===== src/rtl/regread_pkg.sv =====
// Shared types and constants for the operand-fetch stage and its busy-bit scoreboard.
// The execute-side bundle is sized by the package defaults; module parameters must match them.
package regread_pkg;

   function automatic int addr_width(input int n);
      return (n > 1) ? $clog2(n) : 1;
   endfunction

   localparam int DATA_WIDTH_DEF    = 32;
   localparam int REG_FILE_SIZE_DEF = 32;
   localparam int ADDR_WIDTH_DEF    = addr_width(REG_FILE_SIZE_DEF);
   localparam int REG_ZERO          = 0;

   typedef struct packed {
      logic [DATA_WIDTH_DEF-1:0] op1;
      logic [DATA_WIDTH_DEF-1:0] op2;
      logic [ADDR_WIDTH_DEF-1:0] rd;
      logic                      rd_wen;
   } regread_out_t;

endpackage


===== src/rtl/reg_scoreboard.sv =====
// One busy bit per architectural register; lookups see a same-cycle writeback as already clear.
module reg_scoreboard
   import regread_pkg::*;
#(
   parameter int REG_FILE_SIZE = REG_FILE_SIZE_DEF,
   parameter int ADDR_WIDTH    = addr_width(REG_FILE_SIZE)
) (
   input  logic                  clk,
   input  logic                  rst,
   input  logic                  set_en,
   input  logic [ADDR_WIDTH-1:0] set_addr,
   input  logic                  clr_en,
   input  logic [ADDR_WIDTH-1:0] clr_addr,
   input  logic [ADDR_WIDTH-1:0] lk1_addr,
   input  logic [ADDR_WIDTH-1:0] lk2_addr,
   input  logic [ADDR_WIDTH-1:0] lk3_addr,
   output logic                  lk1_busy,
   output logic                  lk2_busy,
   output logic                  lk3_busy
);

   logic [REG_FILE_SIZE-1:0] busy_q, busy_d;
   logic [REG_FILE_SIZE-1:0] set_vec, clr_vec, eff_vec;

   always_comb begin
      set_vec = '0;
      clr_vec = '0;
      if (set_en) set_vec[set_addr] = 1'b1;
      if (clr_en) clr_vec[clr_addr] = 1'b1;
      set_vec[REG_ZERO] = 1'b0;
      clr_vec[REG_ZERO] = 1'b0;
      eff_vec = busy_q & ~clr_vec;
      // Set is applied after clear so a re-issued destination stays busy.
      busy_d  = eff_vec | set_vec;
   end

   assign lk1_busy = eff_vec[lk1_addr];
   assign lk2_busy = eff_vec[lk2_addr];
   assign lk3_busy = eff_vec[lk3_addr];

   // NOTE: state flops use non-blocking assignments so every flop samples pre-edge values.
   always_ff @(posedge clk or posedge rst) begin
      if (rst) busy_q <= '0;
      else     busy_q <= busy_d;
   end

endmodule


===== src/rtl/regread_stage.sv =====
// Operand-fetch stage: drives regfile reads, stalls on RAW/WAW hazards, bypasses writeback data
// and registers the resolved operands toward execute behind a valid/ready handshake.
module regread_stage
   import regread_pkg::*;
#(
   parameter  int DATA_WIDTH    = DATA_WIDTH_DEF,
   parameter  int REG_FILE_SIZE = REG_FILE_SIZE_DEF,
   localparam int ADDR_WIDTH    = addr_width(REG_FILE_SIZE)
) (
   input  logic                  clk,
   input  logic                  rst,
   input  logic                  i_valid,
   output logic                  o_ready,
   input  logic [ADDR_WIDTH-1:0] i_rs1,
   input  logic [ADDR_WIDTH-1:0] i_rs2,
   input  logic [ADDR_WIDTH-1:0] i_rd,
   input  logic                  i_rd_wen,
   output logic [ADDR_WIDTH-1:0] o_raddr1,
   output logic [ADDR_WIDTH-1:0] o_raddr2,
   input  logic [DATA_WIDTH-1:0] i_rdata1,
   input  logic [DATA_WIDTH-1:0] i_rdata2,
   input  logic                  i_wb_valid,
   input  logic [ADDR_WIDTH-1:0] i_wb_addr,
   input  logic [DATA_WIDTH-1:0] i_wb_data,
   output logic                  o_valid,
   input  logic                  i_ready,
   output logic [DATA_WIDTH-1:0] o_op1,
   output logic [DATA_WIDTH-1:0] o_op2,
   output logic [ADDR_WIDTH-1:0] o_rd,
   output logic                  o_rd_wen
);

   localparam logic [ADDR_WIDTH-1:0] ZERO_IDX = ADDR_WIDTH'(REG_ZERO);

   logic         busy_rs1, busy_rs2, busy_rd;
   logic         hazard, accept;
   logic         valid_q, valid_d;
   regread_out_t out_q, out_d;

   // The regfile writes on the same edge, so its read of a writeback target is stale.
   function automatic logic [DATA_WIDTH-1:0] resolve(
      input logic [ADDR_WIDTH-1:0] idx,
      input logic [DATA_WIDTH-1:0] rdata,
      input logic                  wb_valid,
      input logic [ADDR_WIDTH-1:0] wb_addr,
      input logic [DATA_WIDTH-1:0] wb_data
   );
      if (idx == ZERO_IDX)                return '0;
      else if (wb_valid && wb_addr == idx) return wb_data;
      else                                 return rdata;
   endfunction

   assign o_raddr1 = i_rs1;
   assign o_raddr2 = i_rs2;

   reg_scoreboard #(
      .REG_FILE_SIZE (REG_FILE_SIZE),
      .ADDR_WIDTH    (ADDR_WIDTH)
   ) u_scoreboard (
      .clk      (clk),
      .rst      (rst),
      .set_en   (accept & i_rd_wen),
      .set_addr (i_rd),
      .clr_en   (i_wb_valid),
      .clr_addr (i_wb_addr),
      .lk1_addr (i_rs1),
      .lk2_addr (i_rs2),
      .lk3_addr (i_rd),
      .lk1_busy (busy_rs1),
      .lk2_busy (busy_rs2),
      .lk3_busy (busy_rd)
   );

   always_comb begin
      hazard  = busy_rs1 | busy_rs2 | (i_rd_wen & busy_rd);
      o_ready = ~hazard & (~valid_q | i_ready);
      accept  = i_valid & o_ready;
   end

   // NOTE: defaults first keep this block free of inferred latches on every path.
   always_comb begin
      out_d   = out_q;
      valid_d = valid_q;
      if (accept) begin
         out_d.op1    = resolve(i_rs1, i_rdata1, i_wb_valid, i_wb_addr, i_wb_data);
         out_d.op2    = resolve(i_rs2, i_rdata2, i_wb_valid, i_wb_addr, i_wb_data);
         out_d.rd     = i_rd;
         out_d.rd_wen = i_rd_wen;
         valid_d      = 1'b1;
      end else if (i_ready) begin
         valid_d = 1'b0;
      end
   end

   always_ff @(posedge clk or posedge rst) begin
      if (rst) begin
         valid_q <= 1'b0;
         out_q   <= '0;
      end else begin
         valid_q <= valid_d;
         out_q   <= out_d;
      end
   end

   assign o_valid  = valid_q;
   assign o_op1    = out_q.op1;
   assign o_op2    = out_q.op2;
   assign o_rd     = out_q.rd;
   assign o_rd_wen = out_q.rd_wen;

endmodule


===== config.mk =====
export PLATFORM = sky130hd
export DESIGN_NAME = regread_stage
export DESIGN_NICKNAME = d
export VERILOG_FILES = /design/src/rtl/regread_pkg.sv /design/src/rtl/reg_scoreboard.sv /design/src/rtl/regread_stage.sv
export SDC_FILE = /design/constraint.sdc
export NUM_CORES = 1
export LEC_CHECK = 0
export CAP_MARGIN = 0
export CORE_UTILIZATION = 43
export CTS_CLUSTER_SIZE = 10
export DETAILED_ROUTE_END_ITERATION = 7
export GPL_TIMING_DRIVEN = 0
export PLACE_DENSITY = 0.76
export SKIP_LAST_GASP = 1
export SLEW_MARGIN = 10
export SYNTH_ARGS = -nofsm -noshare
export SYNTH_HDL_FRONTEND = slang
export SYNTH_SLANG_ARGS = --single-unit

===== constraint.sdc =====
create_clock -name clk -period 3.55 [get_ports clk]
set_input_delay 0.8875 -clock clk [delete_from_list [all_inputs] [get_ports clk]]
set_output_delay 0.8875 -clock clk [all_outputs]
set_load 0.01 [all_outputs]

==> results.txt, run 1 <==
fmax: 0.258 GHz
first-pass GRT wire length: 34800 um
DR DRC count: 12
cell with the most instances after synthesis: dfrtp_1
Final Hold Vio Count: 0
maxcap violations: 0
Mean Syn Cell Area: 10.2 sq um
P_sw: 1380 uW
register area share after synthesis: 39.4%
clk_lat worst skew: 0.35 ns
crit path time final: 3.88 ns
flops & latches, synth: 102
outcome: finished, violations left
initial antenna violation count: 0
initial DRC count: 358
hpwl dp: 16800 um
RSZ-0062 raised after global routing: true
delay-heaviest family, CP: simple AND/OR/NAND/NOR gates
flop2flop setup slack: 0.83 ns
Avg WL per Cell: 21.1 um
DRT Pass-1 Iters: 7
site row count: 44
Area Overhead vs Synth: 48.5%
post-DR vias/cell: 5.85
largest net degree at the start of global routing: 40
CP Buf/Inv Count: 2
Power Dens Cells: 456 nW/um^2
Slew @ Worst Pin: 0.961 ns
top cells by count, synth: dfrtp_1 (102), nor2_1 (81), mux2i_1 (77)
Post-Route WL: 22300 um
Area after DPL: 8740 sq um
Die Span Y: 125 um
crit path cell chain: buf_8 > and4bb_4 > a31oi_4 > mux4_2 > o2111a_1 > a311oi_2 > nor3b_2 > buf_2
placer congestion estimate: 0.991
worst path required time: 2.66 ns
fin area: 9620 sq um
clock network fraction of design power: 21.4%
crit path max-delay cell type: mux4_2
hold-fix buffers at CTS: 0
total global-route track usage: 28.8%
largest fanout on the critical path: 4
Int Pwr: 3010 uW
top_reg_cell synth: dfrtp_1
sequential share of power: 38.2%
clock tree buffer depth: 2
share of cells above drive strength 1: 22.0%
YS warnings: 0
# setup viols final: 1
post-route clock period utilization: 109%
Core Region: 14600 sq um
Synth area leaders: dfrtp_1 (39%), mux2i_1 (12%), mux2_1 (6.4%), mux2_2 (6.4%), nor2_1 (4.7%)
Post-Syn Nets: 760
I/O pin cnt: 204
Synth cell types: 66
min-delay worst type: flip-flop to flip-flop
Critical Path AT: 2.99 ns
I/O Buffers: 198
most area-hungry cell type in the Yosys netlist: dfrtp_1
max-slew violations: 0
CTS tree: yes
via count: 6186
Routed Antenna Nets: 0
Congestion Overflow GR: 0
crit end category: output pin
Die ar.: 15600 sq um
P_leak: 0.00376 uW
Num CTS Buffers: 9
Comb power frac: 40.5%
Slew HR: 35.5%
sw frac: 31.4%
Final WS setup: -0.328 ns
Root Buffer: clkbuf_16
Crit Path Category: input pin to output pin
Async S/R FF share, synth: 100%
Final #Nets: 991
Cell Count, Final, Fillers Out: 1057
CTS H-tree depth: 3
EDFF count, synth: 0
initial core utilization: 44.2%
die width: 125 um
clock-pin slew on the worst setup and hold paths: 0.07 ns
setup tns final: -0.328 ns
Synth top area share: 39.4%
Largest stage delay, worst path: 0.46 ns
Setup Skew: 0.0141 ns
failing checks: design-rule violations, negative setup slack
maximum VDD drop: 0.298 mV
Post-Syn Area: 6480 sq um
CTS sink count: 102
Syn Inst Count: 638
Startpoint Class: input pin
number of global-route vias before repair: 6363
cell total after placement: 1022
antenna cells: 0
## cells by family after synthesis
kind of cell	synth area share, %
AOI/OAI and AO/OA	14.3
buffers and inverters	6.02
DFF	39.4
muxes	25.8
xor gates and xnor gates	1.76
and+or+nand+nor	12.7
## worst register-to-register path, delay by kind of cell (launching register included)
family	cells	cell delay [ns]
multiplexers	2	0.82
AO/OA/AOI/OAI	3	0.57
buffers and inverters	3	0.43
AND/OR/NAND/NOR	2	0.41
flip-flops	1	0.39
## metal layers
| metal | vias to the layer above | track usage [%] | part of all wire (%) |
|---|---|---|---|
| met3 | 57 | 7.95 | 8.6 |
| met4 | 0 | 10.6 | 3.0 |
| met2 | 324 | 49.9 | 49 |
| met1 | 3021 | 33.8 | 39 |
| met5 | - | 0 | 0 |
| li1 | 2784 | - | - |
## power by group through the flow
stage                     clock, uW  combinational, uW  sequential, uW
after floorplan                   0                585            1790
after global placement            0               1640            1670
after detailed placement          0               1670            1680
after CTS                       948               1760            1670
after global routing            989               1870            1710
final                           938               1780            1680
## final timing paths
check	end	depth (start not counted)	startpoint
min in group asynchronous	u_scoreboard.busy_q[23]$_DFF_PP0_	2	rst
max in group asynchronous	u_scoreboard.busy_q[3]$_DFF_PP0_	3	rst
worst max-delay path	o_ready	8	i_wb_addr[2]
worst min register to register	o_op2[22]$_DFFE_PP0P_	1	o_op2[22]$_DFFE_PP0P_
worst max register to register	o_op1[29]$_DFFE_PP0P_	10	u_scoreboard.busy_q[11]$_DFF_PP0_
worst min-delay path	o_op2[22]$_DFFE_PP0P_	1	o_op2[22]$_DFFE_PP0P_
## layout by cell type (no fill, tap or decap), drive strengths merged, types with 3 or more instances in the layout
cell type,n
clkdlybuf4s50,188
dfrtp,102
nor2,81
mux2i,77
mux2,74
buf,69
o21ai,47
clkbuf,35
nand2,19
o211ai,15
inv,11
nand3,11
nor3,11
xnor2,9
nor2b,9
o21bai,7
a311oi,7
a211oi,5
o21a,4
o2bb2ai,4
xor2,4
a31oi,4
a21oi,4
nand2b,4
or4,4
nand4b,3
o211a,3
a21boi,3
mux4,3
nand4,3
nand3b,3
a32oi,3
clkinvlp,3
o2111ai,3
## cell type report
cell class	count	area [sq um]
fillers	1149	5020
multi-input cells	463	3920
flip-flops and latches	102	2550
repair buffers	224	2190
plain buffers	57	407
clock buffers	12	256
well taps	184	230
inverters	12	48.8
clock inverters	3	20.0
## what timing repair did
item                       4_1_cts  5_1_grt
gates cloned                     1        0
gates resized for setup        121       44
setup buffers                   19        4
pin swaps                       22       13
setup endpoints to repair      103       86
## stage by stage
| stage | utilization (%) | setup WS, ns | hold slack, ns | power [uW] |
|---|---|---|---|---|
| 2_1_floorplan | - | 0.0446 | 0.495 | 2380 |
| 3_3_place_gp | 59.4 | -1.53 | 0.469 | 3310 |
| 3_5_place_dp | 59.7 | -1.58 | 0.475 | 3350 |
| 4_1_cts | 65.0 | -0.334 | 0.489 | 4380 |
| 5_1_grt | 65.7 | -0.348 | 0.504 | 4570 |
| 6_report | 65.7 | -0.328 | 0.485 | 4390 |
## flip-flops by register name, summed over array words and instances, names as in the netlist
signal / count
o_valid: 1
u_scoreboard.busy_q: 31
o_op2: 32
o_op1: 32
o_rd_wen: 1
o_rd: 5
No activity file was read; power rests on OpenSTA's default activity.
==> inputs of run 2 (changes only) <==
==> constraint.sdc (replaced) <==
create_clock -name clk -period 3.55 [get_ports clk]
set_input_delay 0.5325 -clock clk [delete_from_list [all_inputs] [get_ports clk]]
set_output_delay 0.5325 -clock clk [all_outputs]
set_load 0.01 [all_outputs]
==> run 2 against run 1 <==
The run still ends with design-rule violations, negative setup slack left; count of clock-buffer cells in the layout is 2 lower; register-to-register slack got worse by 0.08 ns; global-route usage up 0.43 points; first-iteration DRC count rose by 8.4%; clock skew increased by 0.0010 ns; power increased by 2.8%; setup slack better by 0.29 ns; combinational power barely moved; design area shrank 1.6%; via count about the same; critical endpoint unchanged.
==> results.txt, run 2 (synthesis results as in run 1) <==
outcome: finished, violations left
failing checks: design-rule violations, negative setup slack
Setup Skew: 0.0151 ns (+0.00102 ns)
initial core utilization: 44.2% (unchanged)
clock-pin slew on the worst setup and hold paths: 0.07 ns (about the same)
Core Region: 14600 sq um (unchanged)
initial DRC count: 388 (+8.4%)
number of global-route vias before repair: 6356 (-0.11%)
leading cell types in the layout, fill and taps excluded: clkdlybuf4s50_1 (192), dfrtp_1 (102), nor2_1 (80)
hpwl dp: 17000 um (+1.3%)
Avg WL per Cell: 21.5 um (+1.9%)
post-route clock period utilization: 101% (-8.2 points)
Die ar.: 15600 sq um (unchanged)
area of the multi-input gates: 3810 sq um (-2.6%)
Startpoint Class: input pin
Final Hold Vio Count: 0 (unchanged)
Area Overhead vs Synth: 46.1%
largest net degree at the start of global routing: 57 (+43%)
Routed Antenna Nets: 0 (unchanged)
total global-route track usage: 29.2% (+0.43 points)
fmax: 0.279 GHz (+8.1%)
maximum VDD drop: 0.335 mV (+12%)
largest fanout on the critical path: 10 (+6)
Crit Path Category: input pin to output pin
CTS sink count: 102 (unchanged)
Critical Path AT: 3.05 ns (+0.06 ns)
Num CTS Buffers: 9 (unchanged)
Final WS setup: -0.0368 ns (+0.291 ns)
Final #Nets: 979 (-1.2%)
P_leak: 0.00372 uW (-1.0%)
# setup viols final: 1 (unchanged)
most common cell after layout, fill and taps aside: clkdlybuf4s50_1
DRT Pass-1 Iters: 7 (unchanged)
hold slack: 0.489 ns (+0.00385 ns)
post-DR vias/cell: 5.91 (+0.97%)
DR DRC count: 14 (+2)
FF/Latch Area: 2550 sq um (unchanged)
crit end category: output pin
CTS tree: yes
I/O pin cnt: 204 (unchanged)
I/O Buffers: 198 (unchanged)
max-slew violations: 0 (unchanged)
clock tree buffer depth: 2 (unchanged)
placer congestion estimate: 0.947 (-4.5%)
first-pass GRT wire length: 35300 um (+1.4%)
maxcap violations: 0 (unchanged)
initial antenna violation count: 0 (unchanged)
min-delay worst type: flip-flop to flip-flop
RSZ-0062 raised after global routing: true
crit path time final: 3.59 ns (-0.291 ns)
Cell Count, Final, Fillers Out: 1046 (-1.0%)
Slew @ Worst Pin: 1.08 ns (+0.118 ns)
antenna cells: 0 (unchanged)
die width: 125 um (unchanged)
share of cells above drive strength 1: 17.9% (-4.1 points)
Congestion Overflow GR: 0 (unchanged)
site row count: 44 (unchanged)
cell total after placement: 1021 (-0.098%)
Power Dens Cells: 477 nW/um^2 (+4.5%)
CTS H-tree depth: 3 (unchanged)
via count: 6181 (-0.081%)
Fill cells: 1188 (+3.4%)
Root Buffer: clkbuf_16
Die Span Y: 125 um (unchanged)
Slew HR: 27.5% (-7.9 points)
worst path required time: 3.02 ns (+0.36 ns)
Post-Route WL: 22400 um (+0.83%)
clk_lat worst skew: 0.36 ns (about the same)
[run 2: final cells by class]
class	count	share of cell area [%]
Multi-Input combinational cell	463	40.3
Sequential cell	102	27.0
Timing Repair Buffer	211	22.4
Buffer	58	4.03
Tap cell	184	2.43
Clock buffer	10	2.42
Clock inverter	6	0.978
Inverter	12	0.502
[run 2: critical path, cell delays in order]
cell and delay (ns):
clkdlybuf4s50_1 0.52, buf_6 0.19, nor2b_4 0.19, a21boi_4 0.08
mux4_2 0.47, o2111a_1 0.28, a311oi_4 0.34, nor3b_4 0.30
buf_6 0.14
[run 2: per-stage QoR]
step           power [uW]  TNS, ns  utilization (%)  worst slack [ns]  cell area, sq um
2_1_floorplan        2380        0                -             0.342              6480
3_3_place_gp         3320  -171.75             59.4             -1.18              8690
3_5_place_dp         3360   -53.12             59.6            -0.874              8730
4_1_cts              4490  -0.0802             63.1           -0.0802              9240
5_1_grt              4710  -0.0906             64.7           -0.0906              9470
6_report             4510  -0.0368             64.7           -0.0368              9470
[run 2: path summary, 6_finish.rpt]
kind	start	endpoint	slack, ns	depth (start not counted)
setup reg to reg	u_scoreboard.busy_q[11]$_DFF_PP0_	u_scoreboard.busy_q[10]$_DFF_PP0_	0.75	8
setup / recovery	i_wb_addr[0]	o_ready	-0.04	9
min in group asynchronous	rst	o_op1[12]$_DFFE_PP0P_	0.64	2
max in group asynchronous	rst	u_scoreboard.busy_q[12]$_DFF_PP0_	2.21	3
hold / removal	o_op2[31]$_DFFE_PP0P_	o_op2[31]$_DFFE_PP0P_	0.49	1
hold reg to reg	o_op2[31]$_DFFE_PP0P_	o_op2[31]$_DFFE_PP0P_	0.49	1
[run 2: routing by layer]
layer	vias to the layer above	global-route usage, %	wire [um]	part of all wire (%)
met3	46	6.40	1600	7.1
met5	-	0	0	0
met4	0	9.37	555	2.5
li1	2763	-	-	-
met1	3075	36.4	9080	40
met2	297	50.0	11200	50
[run 2: report_power, final]
group          switching (uW)  internal [uW]  leakage, uW
Sequential                196           1490      0.00126
Clock                     454            625     0.000155
Combinational             757            996      0.00230
[run 2: what timing repair did]
action	in CTS	in global routing
cloned	0	1
setup endpoints to repair	89	101
resized for setup	49	51
buffers inserted	7	4
hold buffers	0	0
pin swaps	8	6
==> inputs of run 3 (changes only) <==
--- a/config.mk
+++ b/config.mk
@@ -5,12 +5,13 @@
 export SDC_FILE = /design/constraint.sdc
 export NUM_CORES = 1
 export LEC_CHECK = 0
-export CAP_MARGIN = 0
+export ABC_AREA = 1
+export CAP_MARGIN = 30
 export CORE_UTILIZATION = 43
 export CTS_CLUSTER_SIZE = 10
 export DETAILED_ROUTE_END_ITERATION = 7
 export GPL_TIMING_DRIVEN = 0
-export PLACE_DENSITY = 0.76
+export PLACE_DENSITY_LB_ADDON = 0.3
 export SKIP_LAST_GASP = 1
 export SLEW_MARGIN = 10
 export SYNTH_ARGS = -nofsm -noshare
==> run 3 against run 2 <==
The run now ends clean; synthesized area down 1.2%; sequential cell count unchanged; clock skew down 0.0049 ns; register-to-register slack better by 0.65 ns; largest power group unchanged; power down 4.1%; non-clock buffer count down 4; sequential power down 4%; combinational power down 4%; synthesized cell count up 41%.
==> results.txt, run 3 <==
Routed Antenna Nets: 0 (unchanged)
Congestion Overflow GR: 0 (unchanged)
placer congestion estimate: 0.947 (about the same)
Synth Area in Compound Gates: 18.3% (+4.0 points)
Area Overhead vs Synth: 45.3%
Synth area leaders: dfrtp_1 (40%), nand2_1 (18%), o211ai_1 (7.5%), o21ai_1 (4.6%), nand3_1 (4.4%)
largest fanout on the critical path: 8 (-2)
first-pass GRT wire length: 34000 um (-3.9%)
CTS H-tree depth: 3 (unchanged)
total global-route track usage: 29.2% (-0.031 points)
outcome: complete, no violations
utilization after layout: 64.0% (-0.61 points)
Synth Area in Adders: 0% (unchanged)
P_leak: 0.00420 uW (+13%)
largest net degree at the start of global routing: 75 (+32%)
r2r worst-path depth: 13 (+5)
DRT Pass-1 Iters: 5 (-2)
Mean Syn Cell Area: 7.13 sq um (-30%)
cell with the most instances after synthesis: nand2_1
YS warnings: 0 (unchanged)
Setup Skew: 0.0102 ns (-0.00486 ns)
initial antenna violation count: 0 (unchanged)
post-route clock period utilization: 98.2% (-2.8 points)
number of global-route vias before repair: 6500 (+2.3%)
busiest grt layer: met2
setup tns final: 0 ns (+0.0368 ns)
max-slew violations: 0 (unchanged)
Syn Inst Count: 898 (+41%)
DR DRC count: 0 (-14)
Synth top area share: 39.9% (+0.46 points)
Die ar.: 15400 sq um (-1.1%)
simple-gate share of the synthesized area: 31.1% (+18 points)
Synth cell types: 29 (-56%)
crit path time final: 3.49 ns (-0.101 ns)
maximum VDD drop: 0.277 mV (-17%)
Worst R2R Start: u_scoreboard.busy_q[30]$_DFF_PP0_
hold-fix buffers at CTS: 0 (unchanged)
# setup viols final: 0 (-1)
most common cell after layout, fill and taps aside: nand2_1
Power Dens Cells: 465 nW/um^2 (-2.4%)
antenna cells: 0 (unchanged)
largest family of logic cells by synthesized area: simple AND/OR/NAND/NOR gates
I/O pin cnt: 204 (unchanged)
Worst Hold Launch: o_rd_wen$_DFFE_PP0P_
maxcap violations: 0 (unchanged)
Post-Synth XOR/XNOR Area: 0.410% (-1.3 points)
Post-Syn Area: 6400 sq um (-1.2%)
Num CTS Buffers: 9 (unchanged)
top cells by count, synth: nand2_1 (311), dfrtp_1 (102), inv_1 (67)
initial core utilization: 44.1% (-0.18 points)
leading cell types in the layout, fill and taps excluded: nand2_1 (307), clkdlybuf4s50_1 (188), dfrtp_1 (102)
Post-Syn Nets: 1020 (+34%)
clock tree buffer depth: 2 (unchanged)
clk_lat worst skew: 0.35 ns (about the same)
RR Endpoint: u_scoreboard.busy_q[12]$_DFF_PP0_
Die Span Y: 124 um (-0.57%)
site row count: 44 (unchanged)
met2 Use GR: 50.8% (+0.79 points)
Crit Path Category: input pin to output pin
flop2flop setup slack: 1.40 ns (+0.65 ns)
post-DR vias/cell: 5.44 (-7.9%)
Power Total: 4330 uW (-4.1%)
Fill cells: 1277 (+7.5%)
Startpoint Class: input pin
share of cells above drive strength 1: 13.2% (-4.7 points)
EDFF count, synth: 0 (unchanged)
met3 Usage GRT: 3.85% (-2.6 points)
GR Util met1: 36.8% (+0.35 points)
most area-hungry cell type in the Yosys netlist: dfrtp_1
top_reg_cell synth: dfrtp_1
Final #Nets: 1232 (+26%)
Post-Route WL: 22800 um (+1.4%)
register area share after synthesis: 39.9% (+0.46 points)
I/O Buffers: 195 (-1.5%)
CP Launch Point: i_wb_addr[4]
flops & latches, synth: 102 (unchanged)
Root Buffer: clkbuf_16
Core Region: 14500 sq um (-0.75%)
post-synthesis mux area share: 0% (-26 points)
worst path required time: 3.02 ns (about the same)
Avg WL per Cell: 17.5 um (-18%)
Slew @ Worst Pin: 0.540 ns (-0.539 ns)
Critical Path AT: 2.95 ns (-0.10 ns)
initial DRC count: 556 (+43%)
Slew HR: 64.0% (+36 points)
Final Hold Vio Count: 0 (unchanged)
clock-pin slew on the worst setup and hold paths: 0.07 ns (about the same)
crit end category: output pin
via count: 7072 (+14%)
hpwl dp: 17200 um (+0.96%)
CTS tree: yes
CTS sink count: 102 (unchanged)
fmax: 0.287 GHz (+2.9%)
die width: 124 um (-0.57%)
critical path capture point: o_ready
min-delay worst type: flip-flop to flip-flop
Async S/R FF share, synth: 100% (unchanged)
## run 3: cell types whose count changed in the layout (fill, tap and decap cells not counted), moves of 31 or more
cell / delta
mux2_1: -37
inv_1: +46
nand3_1: +38
nand2_1: +290
nand4_1: +33
mux2i_1: -76
o211ai_1: +49
o21ai_2: +31
mux2_2: -37
## run 3: critical path, stage by stage
cell and delay (ns):
buf_2 0.20, inv_2 0.17, nand3_1 0.21, o21ai_4 0.27, nor2_1 0.06, nor2_1 0.11, nand2_1 0.07, nand3_1 0.09
nand3_1 0.09, nand2_1 0.07, nand2_1 0.10, nor3_4 0.30, buf_6 0.15, clkdlybuf4s50_1 0.52
## run 3: per-stage QoR
step / std cells / hold slack [ns] / setup WS (ns) / cell area (sq um)
3_3_place_gp: 1277 / 0.458 / -1.25 / 8590
5_1_grt: 1299 / 0.504 / -0.0399 / 9310
6_report: 1299 / 0.471 / 0.0639 / 9310
2_1_floorplan: 898 / 0.475 / 0.342 / 6400
4_1_cts: 1296 / 0.475 / 0.0554 / 9130
3_5_place_dp: 1278 / 0.458 / -0.690 / 8620
## run 3: layout make-up
type / count / area, sq um / area share (%)
multi-input combinational: 657 / 3500 / 37.6
tap: 184 / 230 / 2.47
clock inverter: 4 / 55.1 / 0.591
buffer: 64 / 392 / 4.21
clock buffer: 12 / 256 / 2.76
sequential: 102 / 2550 / 27.4
inverter: 75 / 294 / 3.16
timing repair buffer: 201 / 2030 / 21.8
## run 3: report_power, final
group	internal (uW)	switching, uW	total [uW]
sequential	1450	156	1610
combinational	852	827	1680
clock	589	454	1040
## run 3: cell families after synthesis
family	count (synthesis)
simple gates	478
compound gates	176
buf+inv	139
flops	102
xor+xnor	3
## run 3: worst min-delay path by stage
stage | endpoint | slack, ns | depth (start not counted)
floorplan | u_scoreboard.busy_q[8]$_DFF_PP0_ | 0.47 | 2
global placement | o_rd_wen$_DFFE_PP0P_ | 0.46 | 2
detailed placement | o_rd_wen$_DFFE_PP0P_ | 0.46 | 2
CTS | o_rd_wen$_DFFE_PP0P_ | 0.48 | 2
global route | o_op2[2]$_DFFE_PP0P_ | 0.50 | 2
finish | o_rd_wen$_DFFE_PP0P_ | 0.47 | 2
## run 3: metal layers
layer | share of wire (%) | wire length, um
met5 | 0 | 0
met4 | 2.1 | 477
met1 | 41 | 9290
met3 | 7.8 | 1780
met2 | 49 | 11200
## run 3: timing repair
item / CTS / global route
buffers inserted: 2 / 3
resized for setup: 56 / 34
pin swaps: 2 / 2
setup endpoints to repair: 1 / 1
